### src/rtl/uart_pkg.sv
// Shared types and constants for the memory-mapped UART transmitter.
package uart_pkg;

    typedef enum logic [1:0] {
        IDLE  = 2'd0,
        START = 2'd1,
        DATA  = 2'd2,
        STOP  = 2'd3
    } tx_state_t;

    // Bit positions within the status word.
    localparam int unsigned BUSY  = 0;
    localparam int unsigned EMPTY = 1;
    localparam int unsigned FULL  = 2;
    localparam int unsigned OVF   = 3;

    localparam logic [31:0] DEF_TX_DATA_ADDR = 32'h1001_0024;
    localparam logic [31:0] DEF_STATUS_ADDR  = 32'h1001_0028;

endpackage

### src/rtl/byte_fifo.sv
// Small synchronous circular-buffer FIFO.
// Full and empty are judged from the registered count, before this cycle's pop.
module byte_fifo #(
    parameter int unsigned DEPTH = 4,
    parameter int unsigned WIDTH = 8
) (
    input  logic             clk,
    input  logic             rst_n,
    input  logic             push,
    input  logic             pop,
    input  logic [WIDTH-1:0] din,
    output logic [WIDTH-1:0] dout,
    output logic             full,
    output logic             empty
);

    localparam int unsigned PW = (DEPTH > 1) ? $clog2(DEPTH) : 1;
    localparam int unsigned CW = $clog2(DEPTH + 1);

    logic [WIDTH-1:0] mem [DEPTH];
    logic [PW-1:0]    wr_ptr;
    logic [PW-1:0]    rd_ptr;
    logic [CW-1:0]    count;
    logic             do_push;
    logic             do_pop;

    assign full    = (count == CW'(DEPTH));
    assign empty   = (count == '0);
    assign do_push = push && !full;
    assign do_pop  = pop && !empty;
    assign dout    = mem[rd_ptr];

    always_ff @(posedge clk or negedge rst_n) begin
        if (!rst_n) begin
            wr_ptr <= '0;
            rd_ptr <= '0;
            count  <= '0;
        end else begin
            if (do_push) wr_ptr <= wr_ptr + PW'(1);
            if (do_pop)  rd_ptr <= rd_ptr + PW'(1);
            case ({do_push, do_pop})
                2'b10:   count <= count + CW'(1);
                2'b01:   count <= count - CW'(1);
                default: count <= count;
            endcase
        end
    end

    always_ff @(posedge clk) begin
        if (do_push) mem[wr_ptr] <= din;
    end

endmodule

### src/rtl/port_uart_tx.sv
// Memory-mapped 8N1 UART transmitter: address decode, status/overflow and
// the serialiser FSM draining a byte FIFO.
module port_uart_tx
    import uart_pkg::*;
#(
    parameter int unsigned CLKS_PER_BIT = 434,
    parameter int unsigned FIFO_DEPTH   = 4,
    parameter logic [31:0] TX_DATA_ADDR = DEF_TX_DATA_ADDR,
    parameter logic [31:0] STATUS_ADDR  = DEF_STATUS_ADDR
) (
    input  logic        clk,
    input  logic        reset,
    input  logic [31:0] Address,
    input  logic [31:0] WriteData,
    input  logic        MemWrite,
    input  logic        MemRead,
    output logic [31:0] ReadData,
    output logic        Hit,
    output logic        TxSerial,
    output logic        TxBusy
);

    localparam int unsigned BAUD_W = $clog2(CLKS_PER_BIT);
    localparam logic [BAUD_W-1:0] BAUD_LAST = BAUD_W'(CLKS_PER_BIT - 1);

    tx_state_t         state_q, state_d;
    logic [BAUD_W-1:0] baud_q, baud_d;
    logic [2:0]        bit_q, bit_d;
    logic [7:0]        shift_q, shift_d;
    logic              tx_q, tx_d;
    logic              ovf_q;

    logic        hit_data;
    logic        hit_status;
    logic        wr_data;
    logic        rd_status;
    logic        fifo_pop;
    logic        fifo_full;
    logic        fifo_empty;
    logic [7:0]  fifo_dout;
    logic [31:0] status;
    logic        baud_end;
    logic        unused_wdata;

    assign hit_data     = (Address == TX_DATA_ADDR);
    assign hit_status   = (Address == STATUS_ADDR);
    assign Hit          = hit_data || hit_status;
    assign wr_data      = MemWrite && hit_data;
    assign rd_status    = MemRead && hit_status;
    assign unused_wdata = ^WriteData[31:8];

    byte_fifo #(
        .DEPTH (FIFO_DEPTH),
        .WIDTH (8)
    ) u_fifo (
        .clk   (clk),
        .rst_n (reset),
        .push  (wr_data),
        .pop   (fifo_pop),
        .din   (WriteData[7:0]),
        .dout  (fifo_dout),
        .full  (fifo_full),
        .empty (fifo_empty)
    );

    // A store that hits a full FIFO sets overflow even if a status read clears it.
    always_ff @(posedge clk or negedge reset) begin
        if (!reset) begin
            ovf_q <= 1'b0;
        end else if (wr_data && fifo_full) begin
            ovf_q <= 1'b1;
        end else if (rd_status) begin
            ovf_q <= 1'b0;
        end
    end

    always_comb begin
        status        = '0;
        status[BUSY]  = TxBusy;
        status[EMPTY] = fifo_empty;
        status[FULL]  = fifo_full;
        status[OVF]   = ovf_q;
        ReadData      = hit_status ? status : '0;
    end

    always_ff @(posedge clk or negedge reset) begin
        if (!reset) begin
            state_q <= IDLE;
            baud_q  <= '0;
            bit_q   <= '0;
            shift_q <= '0;
            tx_q    <= 1'b1;
        end else begin
            state_q <= state_d;
            baud_q  <= baud_d;
            bit_q   <= bit_d;
            shift_q <= shift_d;
            tx_q    <= tx_d;
        end
    end

    assign baud_end = (baud_q == BAUD_LAST);

    // tx_d carries the level of the next bit so the line comes straight off a flop.
    always_comb begin
        state_d  = state_q;
        baud_d   = baud_q;
        bit_d    = bit_q;
        shift_d  = shift_q;
        tx_d     = tx_q;
        fifo_pop = 1'b0;
        case (state_q)
            IDLE: begin
                tx_d = 1'b1;
                if (!fifo_empty) begin
                    fifo_pop = 1'b1;
                    shift_d  = fifo_dout;
                    baud_d   = '0;
                    state_d  = START;
                    tx_d     = 1'b0;
                end
            end
            START: begin
                if (baud_end) begin
                    baud_d  = '0;
                    bit_d   = '0;
                    state_d = DATA;
                    tx_d    = shift_q[0];
                end else begin
                    baud_d = baud_q + BAUD_W'(1);
                end
            end
            DATA: begin
                if (baud_end) begin
                    baud_d = '0;
                    if (bit_q == 3'd7) begin
                        state_d = STOP;
                        tx_d    = 1'b1;
                    end else begin
                        shift_d = shift_q >> 1;
                        bit_d   = bit_q + 3'd1;
                        tx_d    = shift_q[1];
                    end
                end else begin
                    baud_d = baud_q + BAUD_W'(1);
                end
            end
            STOP: begin
                if (baud_end) begin
                    baud_d  = '0;
                    state_d = IDLE;
                end else begin
                    baud_d = baud_q + BAUD_W'(1);
                end
                tx_d = 1'b1;
            end
            default: begin
                state_d = IDLE;
                tx_d    = 1'b1;
            end
        endcase
    end

    assign TxSerial = tx_q;
    assign TxBusy   = (state_q != IDLE);

endmodule

### config.mk
export PLATFORM = sky130hd
export DESIGN_NAME = port_uart_tx
export DESIGN_NICKNAME = d
export VERILOG_FILES = /design/src/rtl/uart_pkg.sv /design/src/rtl/byte_fifo.sv /design/src/rtl/port_uart_tx.sv
export SDC_FILE = /design/constraint.sdc
export NUM_CORES = 1
export LEC_CHECK = 0
export ABC_AREA = 1
export CAP_MARGIN = 30
export CORE_MARGIN = 1
export CORE_UTILIZATION = 25
export CTS_CLUSTER_DIAMETER = 100
export DETAILED_ROUTE_END_ITERATION = 7
export PLACE_DENSITY = 0.49
export SKIP_CTS_REPAIR_TIMING = 1
export SYNTH_ARGS = -nofsm -noshare
export SYNTH_HDL_FRONTEND = slang
export SYNTH_SLANG_ARGS = --single-unit
export TNS_END_PERCENT = 50
### constraint.sdc
create_clock -name clk -period 2 [get_ports clk]
set_input_delay 0.4 -clock clk [delete_from_list [all_inputs] [get_ports clk]]
set_output_delay 0.4 -clock clk [all_outputs]
set_load 0.01 [all_outputs]
==> results.md, run 1 <==
* Die Wd at 117.8 um
* Max Cap Viol at 0
* Final WL at 7.187 mm
* Dominant cells by area after synthesis: edfxtp_1, dfrtp_1, nand2_1
* Post-DR vias/cell at 4.142
* Clock latency on the worst-skew pair at 0.33 ns
* Design Power at 3162 uW
* Worst endpoint data arrival time at 1.52 ns
* Filler Cells Inserted at 1347
* Share of the synthesized area in the top cell type at 28.66%
* Worst setup margin at 0.07762 ns
* Die H at 117.8 um
* Final core occ at 35.31%
* Num CTS Buffers at 9
* Synth warn at 0
* Post-Place Worst Slack at -0.4840 ns
* #FFs+latches synth at 63
* Worst Skew at 0.009222 ns
* Final Setup Violations at 0
* Cells after Synth at 377
* Number of global-route vias before repair at 2551
* Clk slew on worst S/H paths at 0.05 ns
* Final Slew Violations at 0
* Yosys top cell by area: edfxtp_1
* Share of layout cells above drive strength 1 at 15.87%
* Global placement routability congestion at 0.7376
* CORE AREA at 0.01282 mm^2
* RSZ-0062 raised after global routing: true
* Post-Syn Area at 0.003353 mm^2
* I/O Pins at 103
* Top fanout value on the critical path at 5
* Post-synth top cells: nand2_1, nor2_1, edfxtp_1
* CP Launch Type: input pin
* FMAX at 0.5202 GHz
* Final Hold Viols at 0
* Post-synth EDFFs at 32
* CTS tree: done
* Setup CP Type: input pin to output port
* Initial core utilization at 26.15%
* H-Tree Depth at 3
* Async set-reset flop share out of synthesis at 49.21%
* Clock sink count at 63
* Data required, critical path at 1.60 ns
* Met3 usage at 2.422%
* Seq/Total Area, Yosys at 51.83%
* First-pass GRT wire length at 11.99 mm
* Synth-to-layout area growth at 35.04%
* WL/cell at 11.37 um
* Routed vias at 2618
* Pin count of the biggest net entering global routing at 32
* VDD IR max at 0.3967 mV
* GRT Util Overall at 10.89%
* Initial antenna violation count at 0
* Final clock period utilization by the worst path at 96.12%
* Slew HR at 61.81%
* Status: finished clean
* Power density over cell area at 698.4 mW/mm^2
* Yosys cell types at 33
* DR pass1 iterations at 4
* DRC viols at 0
* Die ar. at 0.01388 mm^2
* Final Critical Period at 1.922 ns
* Crit. End Element: output port
* PortBufs at 50
* Post-DRT Antenna Nets at 0
* Syn_area_per_cell at 8.894 um^2
* Count leader, synth: nand2_1
* Met1 usage at 12.80%
* GRT busiest layer: met2
* Worst min path class: input pin to async pin
* Lkg Pwr at 0.002216 uW
* GRT Residual Overflow at 0
* Total Nets Final at 537
* DRT iter0 DRCs at 116
* Worst-Margin Slew at 0.5728 ns
* N_diodes at 0
* Clk root buf: clkbuf_16
* Max Root-Sink Buffers at 2
* HPWL Detailed at 5.021 mm
* GR Util met2 at 18.82%
* Top FF cell, synth: edfxtp_1
* Row cnt at 41
-- routing by layer --
layer,vias to the layer above,wire length [um]
met2,59,3582
met5,-,0
met3,12,229
met1,1221,3231
met4,0,143
li1,1326,-
-- critical path: stages --
cell             delay, ns
clkdlybuf4s50_1       0.39
nor2_1                0.08
nand2_1               0.06
nor2_2                0.11
nand2_2               0.10
inv_2                 0.09
nand2_4               0.06
o21ai_0               0.07
buf_2                 0.15
-- placed cells by master, fill, tap and decap left out, types with 2 or more instances in the layout --
cell type and count:
a31oi_1 2, buf_2 4, buf_4 22, bufinv_16 2, clkbuf_16 9, clkdlybuf4s50_1 18, clkinv_1 2, clkinv_4 2
conb_1 28, dfrtp_1 30, dlymetal6s2s_1 27, edfxtp_1 32, ha_1 12, inv_1 24, inv_2 8, nand2_1 108
nand2_2 3, nand2_4 3, nand3_1 27, nand3_2 2, nand4_1 6, nor2_1 40, nor2_2 4, nor2_4 3
o21ai_0 9, o21ai_1 6, o21ai_2 2, o22ai_1 4, xnor2_1 2, xor2_1 5
-- sequential cells by signal, summed over array words and instances (netlist names) --
register and count:
TxSerial 1, baud_q 9, bit_q 3, ovf_q 1, shift_q 8, state_q 2
u_fifo.count 3, u_fifo.mem 32, u_fifo.rd_ptr 2, u_fifo.wr_ptr 2
-- cell type report --
cell class	instances	area (um^2)	share of cell area [%]
timing repair buffer	73	719.4	15.89
clock inverter	6	85.08	1.879
tap	172	215.2	4.753
clock buffer	10	229.0	5.057
multi-input combinational	275	1413	31.20
inverter	33	128.9	2.846
sequential	63	1738	38.38
-- where the power goes --
group          leakage, uW  internal, uW  switching, uW
Sequential        0.000668          1370     0.00000134
Clock             0.000152          1090            571
Combinational      0.00140          73.6           63.8
-- cells by family (layout without fill, tap and decap cells) --
kind of cell	after synthesis	in the layout	share of synthesized area, %
adders and majority gates	14	14	5.448
and+or+nand+nor	198	198	24.93
xor gates and xnor gates	7	7	1.828
DFF	63	63	51.83
buffers and inverters	66	122	10.86
other	1	28	0.1118
AOI/OAI and AO/OA	28	28	5.000
-- path summary, 6_finish.rpt --
kind	slack, ns	cells past startpoint	from	end
max reg2reg	0.16	9	u_fifo.count[0]$_DFFE_PN0P_	u_fifo.count[2]$_DFFE_PN0P_
min	0.48	2	reset	baud_q[8]$_DFFE_PN0P_
min reg2reg	0.48	2	shift_q[5]$_DFFE_PN0P_	shift_q[5]$_DFFE_PN0P_
max in group asynchronous	1.19	2	reset	TxSerial$_DFFE_PN1P_
max	0.08	9	Address[31]	Hit
min in group clk	0.48	2	shift_q[5]$_DFFE_PN0P_	shift_q[5]$_DFFE_PN0P_
-- through the flow --
step           hold slack (ns)  std cells  instance area (um^2)  TNS (ns)
2_1_floorplan           0.1044        404                  3455         0
3_3_place_gp            0.4624        612                  4078    -11.55
3_5_place_dp            0.4684        612                  4078    -11.18
4_1_cts                 0.4827        628                  4392    -2.688
5_1_grt                 0.5033        632                  4528  -0.02711
6_report                0.4778        632                  4528         0
Note: power is estimated with default switching activity, not from simulation.
==> run 2: changes to the inputs <==
--- a/config.mk
+++ b/config.mk
@@ -11,6 +11,7 @@
 export CORE_UTILIZATION = 25
 export CTS_CLUSTER_DIAMETER = 100
 export DETAILED_ROUTE_END_ITERATION = 7
+export GPL_TIMING_DRIVEN = 0
 export PLACE_DENSITY = 0.49
 export SKIP_CTS_REPAIR_TIMING = 1
 export SYNTH_ARGS = -nofsm -noshare
==> constraint.sdc (replaced) <==
create_clock -name clk -period 2 [get_ports clk]
set_input_delay 0.6 -clock clk [delete_from_list [all_inputs] [get_ports clk]]
set_output_delay 0.6 -clock clk [all_outputs]
set_load 0.01 [all_outputs]
==> run 2 against run 1 <==
Net effect:
- largest power group unchanged
- worst setup slack worse by 0.13 ns
- core utilization down 0.22 points
- flip-flop and latch count stayed put
- final area fell by 0.64%
- the run now ends with negative setup slack left
- critical endpoint is now ReadData[2]
- non-clock buffer count increased by 11
- via count down 2.4%
- fmax shrank 6.4%
- clock-buffer cell count decreased by 1
- combinational power increased by 19%
- cell count is 1.7% higher
- power is 0.91% higher
==> results.md, run 2 (same netlist as run 1, synthesis figures left out) <==
* Post-Place Worst Slack at -0.9302 ns (was -0.4840 ns)
* CP Cell Sequence: clkbuf_2 > nor2_1 > nand2_1 > nor2_2 > and2_4 > nand2_4 > nor2_2 > buf_2 (was clkdlybuf4s50_1 > nor2_1 > nand2_1 > nor2_2 > nand2_2 > inv_2 > nand2_4 > o21ai_0 > buf_2)
* Worst min path class: input pin to async pin (unchanged)
* CP bufs+invs at 2 (was 3)
* Clk slew on worst S/H paths at 0.06 ns (was 0.05 ns)
* Worst endpoint data arrival time at 1.45 ns (was 1.52 ns)
* RSZ-0062 raised after global routing: true (unchanged)
* I/O Pins at 103 (unchanged)
* Clk root buf: clkbuf_16 (unchanged)
* Most common cell after layout, fill and taps aside: nand2_1 (unchanged)
* Largest regs: u_fifo.mem x32, baud_q x9, shift_q x8 (unchanged)
* Worst setup margin at -0.05467 ns (was 0.07762 ns)
* Clock sink count at 63 (unchanged)
* Initial antenna violation count at 0 (unchanged)
* Setup CP Type: input pin to output port (unchanged)
* DRT iter0 DRCs at 82 (was 116)
* CP peak stage delay at 0.18 ns (was 0.39 ns)
* Slew HR at 52.14% (was 61.81%)
* Row cnt at 41 (unchanged)
* CP Launch Type: input pin (unchanged)
* FMAX at 0.4867 GHz (was 0.5202 GHz)
* Worst Skew at 0.007918 ns (was 0.009222 ns)
* Status: complete, but fails checks (was finished clean)
* Final WL at 6.826 mm (was 7.187 mm)
* DRC viols at 0 (unchanged)
* Die H at 117.8 um (unchanged)
* GR Util met2 at 18.09% (was 18.82%)
* GRT busiest layer: met2 (unchanged)
* Clock latency on the worst-skew pair at 0.33 ns (about the same)
* Max Cap Viol at 0 (unchanged)
* Hold Slack at 0.3253 ns (was 0.4778 ns)
* Max Root-Sink Buffers at 2 (unchanged)
* Worst-Margin Slew at 0.7180 ns (was 0.5728 ns)
* Top reg by flops: u_fifo.mem (unchanged)
* Failing checks: negative setup slack
* GRT Util Overall at 10.71% (was 10.89%)
* Share of layout cells above drive strength 1 at 26.75% (was 15.87%)
* Final Setup Violations at 6 (was 0)
* Data required, critical path at 1.40 ns (was 1.60 ns)
* Final Critical Period at 2.055 ns (was 1.922 ns)
* Most common cell on crit path: nor2_2
* Top fanout value on the critical path at 5 (unchanged)
* Lkg Pwr at 0.002167 uW (was 0.002216 uW)
* Number of global-route vias before repair at 2565 (was 2551)
* Final clock period utilization by the worst path at 102.7% (was 96.12%)
* Post-DR vias/cell at 3.972 (was 4.142)
* Most frequent cells in the layout: nand2_1, edfxtp_1, dfrtp_1, buf_4 (was nand2_1, nor2_1, edfxtp_1, dfrtp_1, conb_1)
* Power density over cell area at 709.2 mW/mm^2 (was 698.4 mW/mm^2)
* WL/cell at 10.62 um (was 11.37 um)
* Crit. End Element: output port (unchanged)
* Global placement routability congestion at 0.7711 (was 0.7376)
* Final Slew Violations at 0 (unchanged)
* First-pass GRT wire length at 11.82 mm (was 11.99 mm)
* Post-DRT Antenna Nets at 0 (unchanged)
* Final Hold Viols at 0 (unchanged)
* Initial core utilization at 26.15% (unchanged)
* H-Tree Depth at 3 (unchanged)
* Max FFs per register at 32 (unchanged)
* Pin count of the biggest net entering global routing at 32 (unchanged)
* Critical path's top delay family: simple AND/OR/NAND/NOR gates (was buffers and inverters)
* Met3 usage at 2.907% (was 2.422%)
* CORE AREA at 0.01282 mm^2 (unchanged)
* Routed vias at 2554 (was 2618)
* CTS tree: done (unchanged)
* GRT Residual Overflow at 0 (unchanged)
* Die ar. at 0.01388 mm^2 (unchanged)
* DR pass1 iterations at 4 (unchanged)
* N_diodes at 0 (unchanged)
* Num CTS Buffers at 9 (unchanged)
* VDD IR max at 0.3694 mV (was 0.3967 mV)
* HPWL Detailed at 4.915 mm (was 5.021 mm)
* Die Wd at 117.8 um (unchanged)
* Total Nets Final at 548 (was 537)
* Crit-path slowest cell: and2_4 (was clkdlybuf4s50_1)
* Synth-to-layout area growth at 34.18% (was 35.04%)
* PortBufs at 50 (unchanged)
* Met1 usage at 12.78% (was 12.80%)
[run 2: worst register-to-register path, cell delays in order, from the launching register on]
cell and delay, ns:
dfrtp_1 0.42, inv_2 0.10, ha_4 0.19, nand2_2 0.10, inv_1 0.09, ha_2 0.17
inv_2 0.04, fa_1 0.38, a21oi_1 0.14, o21ai_1 0.09, xor2_1 0.15
[run 2: metrics by stage]
step                      TNS [ns]  cells  instance area [um^2]  power (uW)  util (%)
after global placement      -44.39    626                  4175        1569     32.56
after floorplan            -0.1673    404                  3460        1466         -
final                      -0.2509    643                  4499        3191     35.08
after detailed placement    -34.51    626                  4170        1570     32.52
after global routing        -1.373    643                  4499        3287     35.08
after CTS                   -22.59    642                  4489        3250     35.00
[run 2: final timing paths]
kind,from,endpoint,slack (ns),depth (start not counted)
worst max-delay path,Address[12],ReadData[2],-0.05,8
worst min-delay path,reset,baud_q[6]$_DFFE_PN0P_,0.33,1
worst max register to register,state_q[0]$_DFFE_PN0P_,u_fifo.count[2]$_DFFE_PN0P_,0.01,10
worst min register to register,bit_q[1]$_DFFE_PN0P_,bit_q[1]$_DFFE_PN0P_,0.48,2
max in group asynchronous,reset,shift_q[2]$_DFFE_PN0P_,1.21,1
min in group clk,bit_q[1]$_DFFE_PN0P_,bit_q[1]$_DFFE_PN0P_,0.48,2
[run 2: per-layer routing]
layer / routed length (um) / up-vias
met1: 3201 / 1127
met2: 3221 / 73
met5: 0 / -
li1: - / 1347
met3: 325 / 7
met4: 78 / 0
[run 2: area by class of cell]
class	count	area [um^2]
inverter	33	128.9
timing repair buffer	51	416.7
sequential	63	1738
fill	1361	8325
clock buffer	9	225.2
multi-input combinational	275	1446
tap	172	215.2
buffer	33	235.2
clock inverter	7	93.84
[run 2: report_power, final]
part | internal, uW | switching (uW)
logic | 92.3 | 70.8
clock network | 1090 | 571
registers | 1370 | 0.00000138
==> run 3: changes to the inputs <==
==> constraint.sdc (replaced) <==
create_clock -name clk -period 1.74 [get_ports clk]
set_input_delay 0.522 -clock clk [delete_from_list [all_inputs] [get_ports clk]]
set_output_delay 0.522 -clock clk [all_outputs]
set_load 0.01 [all_outputs]
==> run 3 against run 2 <==
Net effect:
- the flow still finishes with violations (negative setup slack)
- final area is 1.3% higher
- clock-buffer cell count stayed put
- sequential share of layout area fell by 0.51 points
- wire length grew 1.5%
- via count rose by 0.86%
- clock power up 15%
- sequential power grew 15%
- power rose by 15%
- first-iteration DRC count increased by 3.7%
- non-clock buffer count is 4 higher
- clock skew barely moved
- critical endpoint is now u_fifo.count[2]$_DFFE_PN0P_
==> results.md, run 3 (same netlist as run 1, synthesis figures left out) <==
* FMAX at 0.5222 GHz
* Routed vias at 2576 (was 2554)
* HPWL Detailed at 4.915 mm (unchanged)
* Synth-to-layout area growth at 35.97% (was 34.18%)
* Final Critical Period at 1.915 ns
* Top fanout value on the critical path at 6 (was 5)
* DRC viols at 0 (unchanged)
* Final instance area at 0.004559 mm^2 (was 0.004499 mm^2)
* Max FFs per register at 32 (unchanged)
* Failing checks: negative setup slack (unchanged)
* Cells on worst reg2reg path at 9 (was 10)
* Worst min path class: input pin to async pin (unchanged)
* CP Launch Type: input pin (unchanged)
* Pin count of the biggest net entering global routing at 32 (unchanged)
* Largest regs: u_fifo.mem x32, baud_q x9, shift_q x8 (unchanged)
* Data required, critical path at 1.94 ns (was 1.40 ns)
* VDD IR max at 0.4245 mV (was 0.3694 mV)
* Final clock period utilization by the worst path at 110.1%
* Final Hold Viols at 0 (unchanged)
* PortBufs at 50 (unchanged)
* First-pass GRT wire length at 11.82 mm (unchanged)
* Final Setup Violations at 40 (was 6)
* Critical path's top delay family: buffers and inverters (was simple AND/OR/NAND/NOR gates)
* Crit-path slowest cell: clkdlybuf4s50_1 (was and2_4)
* Cell Area, Placed at 0.004170 mm^2 (unchanged)
* Worst setup margin at -0.1750 ns (was -0.05467 ns)
* Top reg by flops: u_fifo.mem (unchanged)
* RR Startpoint: u_fifo.count[1]$_DFFE_PN0P_ (was state_q[0]$_DFFE_PN0P_)
* Clock latency on the worst-skew pair at 0.33 ns (about the same)
* Number of global-route vias before repair at 2565 (unchanged)
* Worst-Margin Slew at 0.7217 ns (was 0.7180 ns)
* Status: complete, but fails checks (unchanged)
* Clk root buf: clkbuf_16 (unchanged)
* Total Nets Final at 552 (was 548)
* CP Depth at 8 (unchanged)
* CTS tree: done (unchanged)
* Clk slew on worst S/H paths at 0.06 ns (about the same)
* Post-DR vias/cell at 3.981 (was 3.972)
* RSZ-0062 raised after global routing: true (unchanged)
* GRT Residual Overflow at 0 (unchanged)
* Worst Setup EP: u_fifo.count[2]$_DFFE_PN0P_ (was ReadData[2])
* WL/cell at 10.70 um (was 10.62 um)
* DR pass1 iterations at 4 (unchanged)
* Final WL at 6.926 mm (was 6.826 mm)
* Hold Slack at 0.2493 ns (was 0.3253 ns)
* I/O Pins at 103 (unchanged)
* Initial core utilization at 26.15% (unchanged)
* Num CTS Buffers at 9 (unchanged)
* Post-route setup TNS at -2.350 ns (was -0.2509 ns)
* Die Wd at 117.8 um (unchanged)
* Post-DRT Antenna Nets at 0 (unchanged)
* Slew HR at 51.89% (was 52.14%)
* CP peak stage delay at 0.50 ns (was 0.18 ns)
* Final Slew Violations at 0 (unchanged)
* Worst Skew at 0.007840 ns (was 0.007918 ns)
* Global placement routability congestion at 0.7711 (unchanged)
* Row cnt at 41 (unchanged)
* DRT iter0 DRCs at 85 (was 82)
* Die H at 117.8 um (unchanged)
* Power density over cell area at 804.6 mW/mm^2 (was 709.2 mW/mm^2)
* Flop2flop setup slack at -0.17 ns (was 0.01 ns)
* Initial antenna violation count at 0 (unchanged)
* Worst endpoint data arrival time at 2.12 ns (was 1.45 ns)
* H-Tree Depth at 3 (unchanged)
* GRT Util Overall at 10.71% (unchanged)
* Max Cap Viol at 0 (unchanged)
* R2r endpoint: u_fifo.count[2]$_DFFE_PN0P_ (unchanged)
* Die ar. at 0.01388 mm^2 (unchanged)
* CP bufs+invs at 2 (unchanged)
* Lkg Pwr at 0.002182 uW (was 0.002167 uW)
* Clock sink count at 63 (unchanged)
* Most frequent cells in the layout: nand2_1, buf_4, edfxtp_1, dfrtp_1, conb_1 (was nand2_1, edfxtp_1, dfrtp_1, buf_4)
* Start point of the critical path: MemWrite (was Address[12])
* Crit. End Element: flip-flop (was output port)
* Design Power at 3668 uW (was 3191 uW)
* Max Root-Sink Buffers at 2 (unchanged)
* Share of layout cells above drive strength 1 at 28.63% (was 26.75%)
* Setup CP Type: input pin to flip-flop (was input pin to output port)
* CORE AREA at 0.01282 mm^2 (unchanged)
* N_diodes at 0 (unchanged)
* Most common cell after layout, fill and taps aside: nand2_1 (unchanged)
* CP Cell Sequence: clkdlybuf4s50_1 > nand3_4 > ha_4 > inv_2 > fa_1 > a21oi_1 > o21ai_1 > xor2_1 (was clkbuf_2 > nor2_1 > nand2_1 > nor2_2 > and2_4 > nand2_4 > nor2_2 > buf_2)
==> run 3: cell count changes in the layout (fill, tap and decap cells not counted), sizes merged <==
cell          before  now
buf               43   48
clkbuf            28   29
dlymetal6s2s      12   10
==> run 3: final cells by class <==
class	instances	area (um^2)
plain buffers	33	235.2
well taps	172	215.2
clock inverters	7	93.84
flip-flops and latches	63	1738
multi-input cells	275	1471
repair buffers	55	441.7
fillers	1348	8265
inverters	33	138.9
clock buffers	9	225.2
==> run 3: worst reg2reg max path: stages (launching register included) <==
cell and delay [ns]:
dfrtp_1 0.42, nor2_4 0.15, nand2_2 0.12, nand3_4 0.17, ha_4 0.15, inv_2 0.04, fa_1 0.38, a21oi_1 0.14
o21ai_1 0.09, xor2_1 0.15
==> run 3: worst min-delay path by stage <==
stage	startpoint	to	slack (ns)	cells after the start
6_report	reset	baud_q[6]$_DFFE_PN0P_	0.25	1
5_1_grt	reset	baud_q[8]$_DFFE_PN0P_	0.30	1
4_1_cts	reset	baud_q[8]$_DFFE_PN0P_	0.27	1
3_5_place_dp	shift_q[6]$_DFFE_PN0P_	shift_q[6]$_DFFE_PN0P_	0.47	2
3_3_place_gp	shift_q[4]$_DFFE_PN0P_	shift_q[4]$_DFFE_PN0P_	0.46	2
2_1_floorplan	reset	baud_q[0]$_DFFE_PN0P_	0.23	0
==> run 3: per-stage QoR <==
stage	setup slack (ns)	cells	utilization (%)
finish	-0.1750	647	35.55
global route	-0.2873	647	35.55
CTS	-1.034	642	35.00
detailed placement	-1.073	626	32.52
global placement	-1.084	626	32.56
floorplan	-0.2550	404	-
==> run 3: routing by layer <==
| metal | up-vias | global-route usage (%) | share of wire (%) | routed length (um) |
|---|---|---|---|---|
| met4 | 0 | 4.487 | 1.1 | 78 |
| li1 | 1359 | - | - | - |
| met3 | 7 | 2.907 | 4.5 | 311 |
| met2 | 71 | 18.09 | 48 | 3295 |
| met5 | - | 0 | 0 | 0 |
| met1 | 1139 | 12.78 | 47 | 3242 |
==> run 3: where the power goes <==
part	switching [uW]	internal [uW]	total [uW]	leakage, uW
sequential	0.00000197	1570	1570	0.000668
clock	655	1250	1910	0.000154
combinational	83.1	106	189	0.00136
total	738	2930	3670	0.00218
==> RTL change, RTL diff (config.mk and constraints of run 3) <==
Register the inputs `Address`, `WriteData`, `MemWrite` and `MemRead` before use, without a reset. The logic sees them one clock later.
--- a/src/rtl/port_uart_tx.sv
+++ b/src/rtl/port_uart_tx.sv
@@ -23,6 +23,18 @@
     localparam int unsigned BAUD_W = $clog2(CLKS_PER_BIT);
     localparam logic [BAUD_W-1:0] BAUD_LAST = BAUD_W'(CLKS_PER_BIT - 1);
 
+    logic [31:0] Address_q;
+    logic [31:0] WriteData_q;
+    logic MemWrite_q;
+    logic MemRead_q;
+
+    always_ff @(posedge clk) begin
+        Address_q   <= Address;
+        WriteData_q <= WriteData;
+        MemWrite_q  <= MemWrite;
+        MemRead_q   <= MemRead;
+    end
+
     tx_state_t         state_q, state_d;
     logic [BAUD_W-1:0] baud_q, baud_d;
     logic [2:0]        bit_q, bit_d;
@@ -42,12 +54,12 @@
     logic        baud_end;
     logic        unused_wdata;
 
-    assign hit_data     = (Address == TX_DATA_ADDR);
-    assign hit_status   = (Address == STATUS_ADDR);
+    assign hit_data     = (Address_q == TX_DATA_ADDR);
+    assign hit_status   = (Address_q == STATUS_ADDR);
     assign Hit          = hit_data || hit_status;
-    assign wr_data      = MemWrite && hit_data;
-    assign rd_status    = MemRead && hit_status;
-    assign unused_wdata = ^WriteData[31:8];
+    assign wr_data      = MemWrite_q && hit_data;
+    assign rd_status    = MemRead_q && hit_status;
+    assign unused_wdata = ^WriteData_q[31:8];
 
     byte_fifo #(
         .DEPTH (FIFO_DEPTH),
@@ -57,7 +69,7 @@
         .rst_n (reset),
         .push  (wr_data),
         .pop   (fifo_pop),
-        .din   (WriteData[7:0]),
+        .din   (WriteData_q[7:0]),
         .dout  (fifo_dout),
         .full  (fifo_full),
         .empty (fifo_empty)
Check against the original RTL: not equivalent (Yosys sat finds a counterexample within 4 cycles, from zero or initial values and one cycle with reset low).
==> RTL change against run 3 <==
- the run still ends with negative setup slack left
- maximum frequency down 2.9%
- total power increased by 39%
- die area rose by 26%
- synthesized area up 27%
- critical path type is now reg2out
- hold slack worse by 0.0087 ns
- design area is 25% higher
- sequential power increased by 73%
- setup slack worse by 0.058 ns
- sequential cell count increased by 42
- routed wire length grew 15%
==> RTL change: results (changes against run 3) <==
INFO  metric grt_use_total = 9.411% (-1.3 points)
INFO  metric synthTopCellsByCount = sky130_fd_sc_hd__nand2_1, sky130_fd_sc_hd__nor2_1, sky130_fd_sc_hd__dfxtp_1, sky130_fd_sc_hd__nand3_1, sky130_fd_sc_hd__inv_1
INFO  metric drive_gt1_share = 19.81% (-8.8 points)
INFO  metric wire_length_of_the_first_global_routing_pass = 13.01 mm (+10%)
INFO  metric dp_slack = -0.5387 ns (+0.5341 ns)
INFO  metric worst_slew_margin_rel = 50.86% (-1.0 points)
INFO  metric failed_checks = negative setup slack
INFO  metric power_density = 895.0 mW/mm^2 (+11%)
INFO  metric final.setup.tns = -2.002 ns (+0.3479 ns)
INFO  metric detailroute.via_count = 2919 (+13%)
INFO  metric place.detailed.hpwl = 5.664 mm (+15%)
INFO  metric power_report.internal_total = 4.105 mW (+40%)
INFO  metric routed_wire_length_per_instance = 10.58 um (-1.2%)
INFO  metric critical-path-max-stage-delay = 0.30 ns (-0.20 ns)
INFO  metric cellLeakagePower = 2.486 nW (+14%)
INFO  metric setup_violating_endpoint_count_in_the_final_report = 17 (-57%)
INFO  metric regToRegStartpoint = state_q[1]
INFO  metric crit_arrival = 1.45 ns (-0.67 ns)
INFO  metric layout_top_registers = Address_q: 32 flops, u_fifo.mem: 32 flops, baud_q: 9 flops
INFO  metric gp_congestion = 0.7403 (-4.0%)
INFO  metric max-vdd-ir-drop = 0.5393 mV (+27%)
INFO  metric source_of_the_critical_timing_path = Address_q[11]
INFO  metric dpl_cell_area = 0.005164 mm^2 (+24%)
INFO  metric status = complete, but fails checks
INFO  metric drt_wl_total = 7.985 mm (+15%)
INFO  metric fin_hold_ws = 0.2406 ns (-0.008731 ns)
INFO  metric synth-compound-area-share = 2.917% (-2.1 points)
INFO  metric met2_routed_wirelength = 3.753 mm (+14%)
INFO  metric layout.nets = 613 (+11%)
INFO  metric final_critical_path_setup_slack = -0.2327 ns (-0.05771 ns)
INFO  metric fillers = 1682 (+25%)
INFO  metric reg2reg_depth = 10 (+1)
INFO  metric cpLargestDelayFamily = simple AND/OR/NAND/NOR gates
## RTL change: cell types whose count changed after synthesis, sizes merged, moves of 3 or more
cell	run 3	this run
dfxtp	0	42
nand3	29	42
nor3	1	8
o21ai	17	10
a21oi	3	9
clkbuf	0	4
buf	33	30
inv	32	35
o22ai	4	1
## RTL change: layout make-up
cell class | instances | area (um^2) | share of cell area (%)
plain buffers | 34 | 236.5 | 4.144
clock buffers | 13 | 282.8 | 4.955
clock inverters | 3 | 43.79 | 0.7674
inverters | 36 | 142.6 | 2.499
multi-input cells | 286 | 1559 | 27.32
flip-flops and latches | 105 | 2579 | 45.19
well taps | 220 | 275.3 | 4.824
repair buffers | 58 | 588.1 | 10.30
## RTL change: kinds of logic after synthesis
| kind of cell | after synthesis |
|---|---|
| and+or+nand+nor | 217 |
| DFF | 105 |
| buffers and inverters | 70 |
| AOI/OAI and AO/OA | 21 |
| adders and majority gates | 15 |
| xor gates and xnor gates | 5 |
| other | 1 |
